**src/rtl/pipeline_hazard_controller_pkg.sv**
```systemverilog
// rtl/pipeline_hazard_controller_pkg.sv - shared enums for the hazard controller
package HighLevelControl;

  typedef enum logic [1:0] {
    RegFile   = 2'b00,
    WriteBack = 2'b01,
    Memory    = 2'b10
  } forwardSrc;

  typedef enum logic [1:0] {
    IDLE  = 2'b00,
    WAIT  = 2'b01,
    ERROR = 2'b10
  } memState;

endpackage

```
**src/rtl/pipeline_hazard_controller_forwarding_unit.sv**
```systemverilog
// rtl/pipeline_hazard_controller_forwarding_unit.sv - operand forward select for one source register
module forwarding_unit
  import HighLevelControl::*;
#(
  parameter int REG_ADDR_BITS = 5
) (
  input  logic [REG_ADDR_BITS-1:0] rs,
  input  logic [REG_ADDR_BITS-1:0] rd_m,
  input  logic                     reg_write_m,
  input  logic [REG_ADDR_BITS-1:0] rd_w,
  input  logic                     reg_write_w,
  output forwardSrc                fwd
);

  // Memory stage holds the younger result, so it wins over writeback; x0 never forwards.
  always_comb begin
    fwd = RegFile;
    if (reg_write_m && (rd_m != '0) && (rd_m == rs))
      fwd = Memory;
    else if (reg_write_w && (rd_w != '0) && (rd_w == rs))
      fwd = WriteBack;
  end

endmodule

```
**src/rtl/pipeline_hazard_controller.sv**
```systemverilog
// rtl/pipeline_hazard_controller.sv - stall/flush/forward sequencing and data-memory handshake FSM
module pipeline_hazard_controller
  import HighLevelControl::*;
#(
  parameter int REG_ADDR_BITS = 5,
  parameter int MEM_TIMEOUT   = 64,
  parameter int CNT_BITS      = 16
) (
  input  logic                     clk,
  input  logic                     reset,
  input  logic [REG_ADDR_BITS-1:0] Rs1D,
  input  logic [REG_ADDR_BITS-1:0] Rs2D,
  input  logic [REG_ADDR_BITS-1:0] Rs1E,
  input  logic [REG_ADDR_BITS-1:0] Rs2E,
  input  logic [REG_ADDR_BITS-1:0] RdE,
  input  logic                     RegWriteE,
  input  logic                     MemEnE,
  input  logic                     MemWriteE,
  input  logic [REG_ADDR_BITS-1:0] RdM,
  input  logic                     RegWriteM,
  input  logic                     MemEnM,
  input  logic [REG_ADDR_BITS-1:0] RdW,
  input  logic                     RegWriteW,
  input  logic                     PCRedirectE,
  input  logic                     MemReady,
  output logic [1:0]               ForwardAE,
  output logic [1:0]               ForwardBE,
  output logic                     StallF,
  output logic                     StallD,
  output logic                     StallE,
  output logic                     StallM,
  output logic                     FlushD,
  output logic                     FlushE,
  output logic                     FlushW,
  output logic                     MemReqM,
  output logic                     MemError,
  output logic [CNT_BITS-1:0]      StallCount
);

  localparam int TW = $clog2(MEM_TIMEOUT) + 1;

  forwardSrc       fwd_a, fwd_b;
  memState         state, state_n;
  logic [TW-1:0]   timer, timer_n;
  logic            mem_req, mem_stall, load_use, any_stall;

  forwarding_unit #(.REG_ADDR_BITS(REG_ADDR_BITS)) u_fwd_a (
    .rs(Rs1E), .rd_m(RdM), .reg_write_m(RegWriteM),
    .rd_w(RdW), .reg_write_w(RegWriteW), .fwd(fwd_a)
  );

  forwarding_unit #(.REG_ADDR_BITS(REG_ADDR_BITS)) u_fwd_b (
    .rs(Rs2E), .rd_m(RdM), .reg_write_m(RegWriteM),
    .rd_w(RdW), .reg_write_w(RegWriteW), .fwd(fwd_b)
  );

  always_ff @(posedge clk) begin
    if (reset) begin
      state <= IDLE;
      timer <= '0;
    end else begin
      state <= state_n;
      timer <= timer_n;
    end
  end

  // Timer counts stalled cycles of the request, including the IDLE cycle that first misses.
  always_comb begin
    state_n   = state;
    timer_n   = timer;
    mem_req   = 1'b0;
    mem_stall = 1'b0;
    unique case (state)
      IDLE: begin
        mem_req = MemEnM;
        timer_n = '0;
        if (MemEnM && !MemReady) begin
          state_n   = WAIT;
          timer_n   = TW'(1);
          mem_stall = 1'b1;
        end
      end
      WAIT: begin
        mem_req   = 1'b1;
        mem_stall = !MemReady;
        if (MemReady) begin
          state_n = IDLE;
          timer_n = '0;
        end else if (timer == TW'(MEM_TIMEOUT - 1)) begin
          state_n = ERROR;
        end else begin
          timer_n = timer + TW'(1);
        end
      end
      ERROR: begin
        mem_stall = 1'b1;
      end
      default: begin
        state_n = IDLE;
        timer_n = '0;
      end
    endcase
  end

  assign load_use = MemEnE && !MemWriteE && (RdE != '0) && ((RdE == Rs1D) || (RdE == Rs2D));

  // Memory freeze overrides everything; held instructions re-evaluate their hazards on release.
  always_comb begin
    ForwardAE = fwd_a;
    ForwardBE = fwd_b;
    StallF    = mem_stall || (load_use && !PCRedirectE);
    StallD    = mem_stall || (load_use && !PCRedirectE);
    StallE    = mem_stall;
    StallM    = mem_stall;
    FlushD    = PCRedirectE && !mem_stall;
    FlushE    = (PCRedirectE || load_use) && !mem_stall;
    FlushW    = mem_stall;
    MemReqM   = mem_req;
    if (reset) begin
      ForwardAE = RegFile;
      ForwardBE = RegFile;
      StallF    = 1'b0;
      StallD    = 1'b0;
      StallE    = 1'b0;
      StallM    = 1'b0;
      FlushD    = 1'b1;
      FlushE    = 1'b1;
      FlushW    = 1'b1;
      MemReqM   = 1'b0;
    end
  end

  assign MemError  = (state == ERROR);
  assign any_stall = StallF || StallD || StallE || StallM;

  always_ff @(posedge clk) begin
    if (reset)
      StallCount <= '0;
    else if (any_stall && (StallCount != '1))
      StallCount <= StallCount + CNT_BITS'(1);
  end

endmodule

```
**config.mk**
```make
export PLATFORM = sky130hd
export DESIGN_NAME = pipeline_hazard_controller
export DESIGN_NICKNAME = d
export VERILOG_FILES = /design/src/rtl/pipeline_hazard_controller_pkg.sv /design/src/rtl/pipeline_hazard_controller_forwarding_unit.sv /design/src/rtl/pipeline_hazard_controller.sv
export SDC_FILE = /design/constraint.sdc
export NUM_CORES = 1
export LEC_CHECK = 0
export ABC_AREA = 1
export CELL_PAD_IN_SITES_DETAIL_PLACEMENT = 1
export CELL_PAD_IN_SITES_GLOBAL_PLACEMENT = 2
export CORE_MARGIN = 1
export CORE_UTILIZATION = 25
export DETAILED_ROUTE_END_ITERATION = 7
export PLACE_DENSITY = 0.95
export SLEW_MARGIN = 20
export SYNTH_ARGS = -nofsm -noshare
export SYNTH_HDL_FRONTEND = slang
export SYNTH_HIERARCHICAL = 1
export SYNTH_SLANG_ARGS = --single-unit
```
**constraint.sdc**
```tcl
create_clock -name clk -period 3.6 [get_ports clk]
set_clock_uncertainty 0.05 [all_clocks]
set_input_delay 1.08 -clock clk [delete_from_list [all_inputs] [get_ports clk]]
set_output_delay 1.08 -clock clk [all_outputs]
set_load 0.01 [all_outputs]
```
**Word level (Yosys, flattened, before mapping)**

Cells that the tools add are included.
Widths: inputs -> output; s select.

- $add $sub $neg: 2
- Eq/ne operators: 13
- Multiplexer cells: 23
- Bitwise operators: 1
- Reduce and logical (&&, ||, !) cells: 29

Operators by type and width:

| kind | count |
|---|---|
| $eq 5x5->1 | 6 |
| $pmux 7 s3 | 1 |
| $add 16x1->16 const B | 1 |
| $ne 16x16->1 const B | 1 |
| $reduce_bool 5->1 | 3 |
| $logic_and 1x1->1 | 14 |
| $mux 2 | 7 |
| $mux 7 | 2 |
| $mux 1 | 10 |
| $add 7x1->7 const B | 1 |
| $eq 7x6->1 const B | 1 |
| $ne 3x3->1 const B | 2 |
| $pmux 2 s3 | 1 |
| $logic_or 1x1->1 | 5 |
| $logic_not 1->1 | 4 |
| $pmux 1 s3 | 1 |
| $reduce_and 3->1 | 1 |
| $eq 2x1->1 const B | 1 |
| $eq 2x2->1 const B | 1 |
| $logic_not 2->1 | 1 |
| $ne 2x2->1 const B | 1 |
| $pmux 1 s2 | 1 |
| $reduce_and 2->1 | 1 |
| $not 1->1 | 1 |

- Register bits: 25
- Input port bits: 45
- Output and inout bits: 29
- Logic and storage cells: 71

**Depth between registers and ports, before layout**

Gate-level depths: netlist of run 1.

- Depth after elaboration: 10
- Depth in mapped cells: 12
- Depth with buffers taken out: 11

**By module**

The synthesis of run 1 kept the hierarchy.

Modules (own cells, without submodules):

| module | times used | cells an instance | area each (um^2) |
|---|---|---|---|
| pipeline_hazard_controller | 1 | 273 | 1794.2 |
| forwarding_unit | 2 | 50 | 214.0 |

**Least setup slack after synthesis of run 1**

No wires, ideal clock.

- Path type: input-to-output
- From: input port RdE[3]
- To: output port StallF
- Data arrival time: 1967 ps
- Slack: 503 ps
- Stages: 11
- Cells stage by stage: inv_1 nand2_1 nand2_1 nor2_1 nand3_1 nand2_2 nand3_2 nand2_4 buf_12 buf_12 buf_4

- Cells in the longest elaborated chain, start to end: 6
- Elaborated cells between the ends (all ways): 9

Ends and longest elaborated chain:

| element | RTL line | RTL |
|---|---|---|
| from (decl) | pipeline_hazard_controller.sv:15 | `input logic [REG_ADDR_BITS-1:0] RdE,` |
| $eq 5x5->1 or $reduce_bool 5->1 (tied branches) | pipeline_hazard_controller.sv:105 | `assign load_use = MemEnE && !MemWriteE && (RdE != '0) && ((RdE == Rs1D) \|\| (RdE == Rs2D));` |
| $logic_or 1x1->1 or $logic_and 1x1->1 (tied branches) | pipeline_hazard_controller.sv:105 |  |
| $logic_and 1x1->1 * | pipeline_hazard_controller.sv:105 |  |
| $logic_and 1x1->1 * | - |  |
| $logic_or 1x1->1 * | - |  |
| $mux 1 * | - |  |
| to (decl) | pipeline_hazard_controller.sv:28 | `output logic StallF,` |

Every way passes the cells marked *; elsewhere a longest branch is shown, timed or not.

**Worst setup path in the final report of run 1**

- From: input port MemReady
- To: output port StallE

- Cells in the longest elaborated chain, start to end: 5

Ends and longest elaborated chain:

| element | RTL line | RTL |
|---|---|---|
| from (decl) | pipeline_hazard_controller.sv:25 | `input logic MemReady,` |
| $logic_not 1->1 * | pipeline_hazard_controller.sv:77, pipeline_hazard_controller.sv:85 |  |
| $logic_and 1x1->1 | pipeline_hazard_controller.sv:77 | `if (MemEnM && !MemReady) begin` |
| $mux 1 | pipeline_hazard_controller.sv:77 |  |
| $pmux 1 s3 * | pipeline_hazard_controller.sv:73 | `unique case (state)` |
| $mux 1 * | pipeline_hazard_controller.sv:119 | `if (reset) begin` |
| to (decl) | pipeline_hazard_controller.sv:30 | `output logic StallE,` |

Marks and branches as above.

==> flow_summary_export.csv, run 1 <==
group,metric,value,unit
status,outcome,"finished clean",
grt,antenna_found_initial,0,
placed_design,dp_cells,553,
timing,clock.fmax,286,MHz
power,p_per_area,201,nW/µm²
setup_path,cp_slowest_stage_delay,0.46,ns
logic_synthesis,netlist_instances,373,
grt,grt_usage,15.0,%
grt,grt_pass1_vias,2497,
power,ir_drop,0.128,mV
clock_network,clk_latency,0.28,ns
detailed_routing,first_pass_iters,4,
logic_synthesis,mappedNetlistArea,2220,µm²
setup_path,crit_arrival,2.37,ns
final_layout,layout_common_cells,"nand2_1, inv_1, clkdlybuf4s50_1, nor2_1, nand3_1",
grt,gr-total-overflow,0,
setup_path,cp-end-kind,"output pin",
floorplanning,die_x,96.3,µm
timing,fin_crit,3.50,ns
placed_design,gp_congestion,0.831,
logic_synthesis,ys_warn_count,6,
timing,setup_ws,0.0991,ns
clock_network,ctsHoldBuffers,0,
power,p_leak,1.43,nW
setup_path,crit_slowest_cell,"clkdlybuf4s50_1",
placed_design,post-place-ws,-0.430,ns
timing,tightest_slew,0.356,ns
clock_network,clockBufferDepth,2,
floorplanning,rows,34,
placed_design,io_buffer_count,72,
clock_network,htree_num_levels,1,
final_layout,final_util,35.6,%
grt,grt_max_degree,20,
floorplanning,die_height,96.3,µm
timing,rsz0062_at_grt,"yes",
detailed_routing,routed_wl,6730,µm
timing,fin_crit_sh,97.2,%
detailed_routing,vias,2504,
final_layout,area_delta_synth_final,39.0,%
final_layout,drive_above_1_share,13.8,%
clock_network,clk_pin_slew,0.10,ns
clock_network,cts-root-buf,"clkbuf_8",
floorplanning,initial_core_util,25.6,%
clock_network,cts_tree,"yes",
detailed_routing,drc_errors,0,
placed_design,dp_hpwl,5590,µm
detailed_routing,drt-wirelength-per-cell,12.1,µm
timing,slew_headroom,76.1,%
setup_path,cp_top_family,"buffers and inverters",
clock_network,cts_buffers,3,
timing,hold_viol,0,
logic_synthesis,ys_seq_area_share,22.5,%
logic_synthesis,ys_types,30,
final_layout,num-nets-final,497,
job,maxCapViolCount,0,
floorplanning,fp.dieArea,9270,µm²
setup_path,path_max_fanout,3,
setup_path,cp_num_buf_inv,5,
logic_synthesis,synth_fp_nets,420,
logic_synthesis,ys_ff_latch,25,
detailed_routing,drtIter0Drc,51,
timing,whs,0.410,ns
setup_path,start_kind,"input pin",
floorplanning,fp.coreArea,8680,µm²
setup_path,crit_required,2.47,ns
clock_network,cts.sinks,25,
setup_path,path_cells,"clkdlybuf4s50_1 > inv_1 > nand4_1 > nand3_1 > nand2_2 > inv_2 > buf_4 > dlygate4sd2_1",
detailed_routing,viasPerCell,4.50,
final_layout,final_common_cell,"nand2_1",
final_layout,n_antenna_cell,0,
logic_synthesis,syn_area_per_cell,5.96,µm²
worst_hold_path,hold_class,"reg -> reg",
final_layout,stdcell_count,557,
detailed_routing,ant_nets,0,
timing,setup_viol,0,
setup_path,criticalPathCategory,"in -> out",
clock_network,cts_setup_buffers,0,
timing,drv_slew,0,
floorplanning,io_pins,74,
grt,grt_pass1_wl,11000,µm
worst paths after layout:
kind                 start       endpoint  slack, ns  cells past startpoint
max               MemReady         StallE        0.1                      8
min               timer[6]       timer[6]       0.41                      2
max reg2reg  StallCount[0]  StallCount[5]       1.51                      7
min reg2reg       timer[6]       timer[6]       0.41                      2
synth_stat cells, drive strengths merged:
cell	number	area share (%)
a211oi	1	0.34
a21boi	2	0.68
a21oi	24	6.6
buf	8	3.7
clkbuf	1	0.17
dfxtp	25	23
ha	2	1.1
inv	65	11
nand2	115	20
nand3	38	10
nand3b	2	0.68
nand4	7	2.6
nor2	49	9.1
nor3	6	1.4
o21ai	9	2.0
o31ai	1	0.34
or2	1	0.28
xnor2	5	2.0
xor2	12	4.7
power by group:
part	total (mW)	switching (mW)	leakage (nW)	internal (mW)
clock	0.176	0.0977	0.0217	0.0786
combinational	0.162	0.0835	1.21	0.0789
sequential	0.282	0.00325	0.202	0.279
total	0.621	0.184	1.43	0.436
routing by layer:
layer,GRT usage [%],share of wire [%],up-vias
met5,0,0,-
met4,1.12,0.19,0
met3,2.84,6.0,2
met2,27.8,48,54
met1,18.6,46,1141
li1,-,-,1307
flip-flops by register name (all words and copies together) (netlist names):
signal / flops
StallCount: 16
state: 2
timer: 7
worst min-delay path, delay by kind of cell, from the launching register on:
| family | cells | cell delay (ns) |
|---|---|---|
| flops | 1 | 0.31 |
| buf+inv | 1 | 0.06 |
| compound gates | 1 | 0.05 |
cells by family (layout without fill, tap and decap cells):
group	after synthesis	in the layout	share of synthesized area, %
simple gates	218	218	44.8
buf+inv	74	150	14.9
compound gates	37	37	9.97
flops	25	25	22.5
xor+xnor	17	17	6.70
fa+ha+maj	2	2	1.13
stage by stage:
step	area, µm²	total power, mW	setup TNS, ns
finish	3090	0.621	0
global route	3090	0.661	-0.0744
CTS	3070	0.636	0
detailed placement	3060	0.460	-3.26
global placement	3060	0.456	-2.98
floorplan	2220	0.370	0
area by class of cell:
type / instances / area (µm²)
clock buffer: 3 / 41.3
clock inverter: 1 / 7.51
fill: 1165 / 5590
inverter: 65 / 244
multi-input combinational: 274 / 1400
sequential: 25 / 500
tap: 108 / 135
timing repair buffer: 81 / 758
repair_timing:
item                                    in CTS  in global routing
resized for setup                           43                 14
hold endpoints to repair                     0                  0
endpoints found under the setup margin      12                  7
pin swaps                                    1                  2
Power figures use the tool's default switching activity.
==> inputs of run 2 (changes only) <==
--- a/config.mk
+++ b/config.mk
@@ -11,7 +11,7 @@
 export CORE_MARGIN = 1
 export CORE_UTILIZATION = 25
 export DETAILED_ROUTE_END_ITERATION = 7
-export PLACE_DENSITY = 0.95
+export PLACE_DENSITY = 0.84
 export SLEW_MARGIN = 20
 export SYNTH_ARGS = -nofsm -noshare
 export SYNTH_HDL_FRONTEND = slang
==> run 2 against run 1 <==
  * Clock-buffer cell count did not move
  * First-iteration DRC count rose by 25%
  * Flip-flop and latch count did not move
  * Via count rose by 1.0%
  * Largest cell class unchanged
  * Highest routed layer unchanged
==> flow_summary_export.csv, run 2 (synthesis gave the netlist of run 1 again) <==
group,metric,value,unit
status,outcome,"finished clean",
setup_path,crit_slowest_cell,"clkdlybuf4s50_1",
timing,fin_crit_sh,97.3,%
placed_design,gp_congestion,0.789,
clock_network,htree_num_levels,1,
power,ir_drop,0.101,mV
grt,grt_usage,15.2,%
setup_path,r2r_cells,7,
floorplanning,die_height,96.3,µm
grt,gr-total-overflow,0,
final_layout,n_antenna_cell,0,
placed_design,dp_cells,555,
clock_network,clk_latency,0.27,ns
timing,rsz0062_at_grt,"no",
power,p_comb_share,27.4,%
timing,setup_viol,0,
floorplanning,io_pins,74,
final_layout,area_delta_synth_final,41.9,%
setup_path,criticalPathCategory,"in -> out",
timing,fin_crit,3.50,ns
setup_path,path_max_fanout,4,
timing,tns,0,ns
timing,slew_headroom,75.0,%
worst_hold_path,min_from,"timer[6]",
final_layout,drive_above_1_share,15.6,%
job,maxCapViolCount,0,
grt,antenna_found_initial,0,
final_layout,largest_reg_flops,16,
setup_path,path_cells,"clkdlybuf4s50_1 > xnor2_1 > nand3_1 > nand2_2 > nand3_2 > nand2_4 > buf_12 > buf_6",
setup_path,cp_slowest_stage_delay,0.54,ns
placed_design,dp_hpwl,5480,µm
placed_design,post-place-ws,-0.415,ns
detailed_routing,ant_nets,0,
floorplanning,rows,34,
timing,clock.fmax,286,MHz
worst_hold_path,whs_endpoint,"timer[6]",
floorplanning,die_x,96.3,µm
clock_network,clockBufferDepth,2,
detailed_routing,routed_wl,6790,µm
timing,hold_viol,0,
power,p_leak,1.50,nW
detailed_routing,drtIter0Drc,64,
final_layout,final_util,36.3,%
clock_network,cts_buffers,3,
worst_hold_path,hold_depth,2,
clock_network,cts-root-buf,"clkbuf_8",
grt,grt_max_degree,20,
detailed_routing,first_pass_iters,4,
timing,tightest_slew,0.372,ns
grt,grt_pass1_wl,11100,µm
setup_path,cp_top_family,"buffers and inverters",
setup_path,r2r_setup_slack,1.49,ns
clock_network,clk_pin_slew,0.09,ns
final_layout,layout_common_cells,"nand2_1, inv_1, nor2_1, clkdlybuf4s50_1, nand3_1",
power,sequentialPowerShare,45.3,%
floorplanning,fp.dieArea,9270,µm²
clock_network,cts_tree,"yes",
power,p_int,0.439,mW
setup_path,crit_required,2.47,ns
timing,drv_slew,0,
grt,grt_pass1_vias,2454,
final_layout,stdcell_count,564,
timing,setup_ws,0.0981,ns
worst_hold_path,hold_class,"reg -> reg",
detailed_routing,drc_errors,0,
setup_path,r2r_start,"StallCount[0]",
power,p_per_area,198,nW/µm²
detailed_routing,drt-wirelength-per-cell,12.0,µm
clock_network,cts.sinks,25,
detailed_routing,vias,2530,
setup_path,start_kind,"input pin",
setup_path,cp-end-kind,"output pin",
power,clkPwrFrac,27.4,%
detailed_routing,viasPerCell,4.49,
final_layout,final_common_cell,"nand2_1",
power,p_switching,0.184,mW
final_layout,num-nets-final,504,
final_layout,largest_register,"StallCount",
setup_path,cp_num_buf_inv,3,
final_layout,fillers,1151,
floorplanning,fp.coreArea,8680,µm²
power,swShare,29.5,%
final_layout,biggestRegsByFlops,"StallCount (16), timer (7), state (2)",
setup_path,crit_arrival,2.37,ns
placed_design,io_buffer_count,72,
setup_path,rr_endpoint,"StallCount[5]",
setup_path,crit_cells,8,
floorplanning,initial_core_util,25.6,%
==> run 2: cell types whose count changed in the layout (fill, tap and decap cells not counted), sizes merged <==
cell,delta
clkinv,+1
clkinvlp,-1
dlymetal6s2s,+1
dlygate4sd2,+8
buf,+7
clkdlybuf4s50,-9
==> run 2: area by class of cell <==
type | instances | area [µm²] | area share, %
tap | 108 | 135 | 4.28
sequential | 25 | 500 | 15.9
multi-input combinational | 274 | 1410 | 44.6
clock buffer | 3 | 41.3 | 1.31
clock inverter | 1 | 5.00 | 0.159
timing repair buffer | 88 | 822 | 26.1
inverter | 65 | 244 | 7.74
==> run 2: worst reg2reg max path, delay by kind of cell, from the launching register on <==
| family | cells | cell delay (ns) |
|---|---|---|
| AOI/OAI and AO/OA | 1 | 0.11 |
| adders and majority gates | 1 | 0.29 |
| buffers and inverters | 1 | 0.17 |
| DFF | 1 | 0.49 |
| and+or+nand+nor | 4 | 0.94 |
==> run 2: per-layer routing <==
metal	up-vias	GRT usage (%)	routed length, µm
li1	1316	-	-
met1	1158	20.3	3400
met2	52	25.9	3050
met3	4	2.69	310
met4	0	1.87	28
met5	-	0	0
==> run 2: worst max path at each step <==
stage | to | slack [ns] | startpoint
4_1_cts | ForwardBE[1] | 0.0005 | Rs2E[2]
3_3_place_gp | ForwardBE[1] | -0.40 | RdM[3]
2_1_floorplan | StallF | 0.50 | RdE[3]
3_5_place_dp | ForwardBE[1] | -0.42 | RdM[1]
5_1_grt | ForwardBE[0] | 0.006 | RegWriteW
6_report | StallD | 0.1 | RdE[4]
==> run 2: power by group through the flow <==
stage	combinational [mW]	clock [mW]	sequential (mW)
finish	0.171	0.171	0.282
global placement	0.171	0	0.288
detailed placement	0.175	0	0.288
global route	0.191	0.195	0.283
floorplan	0.0822	0	0.288
CTS	0.170	0.184	0.282
==> run 2: stage by stage <==
stage	instance area [µm²]	power [mW]	hold WS, ns
floorplan	2220	0.370	0.373
detailed placement	3070	0.463	0.398
CTS	3120	0.636	0.413
finish	3150	0.623	0.417
global route	3150	0.668	0.455
global placement	3070	0.459	0.385
==> run 2: timing repair <==
action / in CTS / in global routing
pin swaps: 7 / 10
resized for setup: 51 / 18
endpoints found under the setup margin: 11 / 10
hold buffers: 0 / 0
setup buffers: 1 / 4
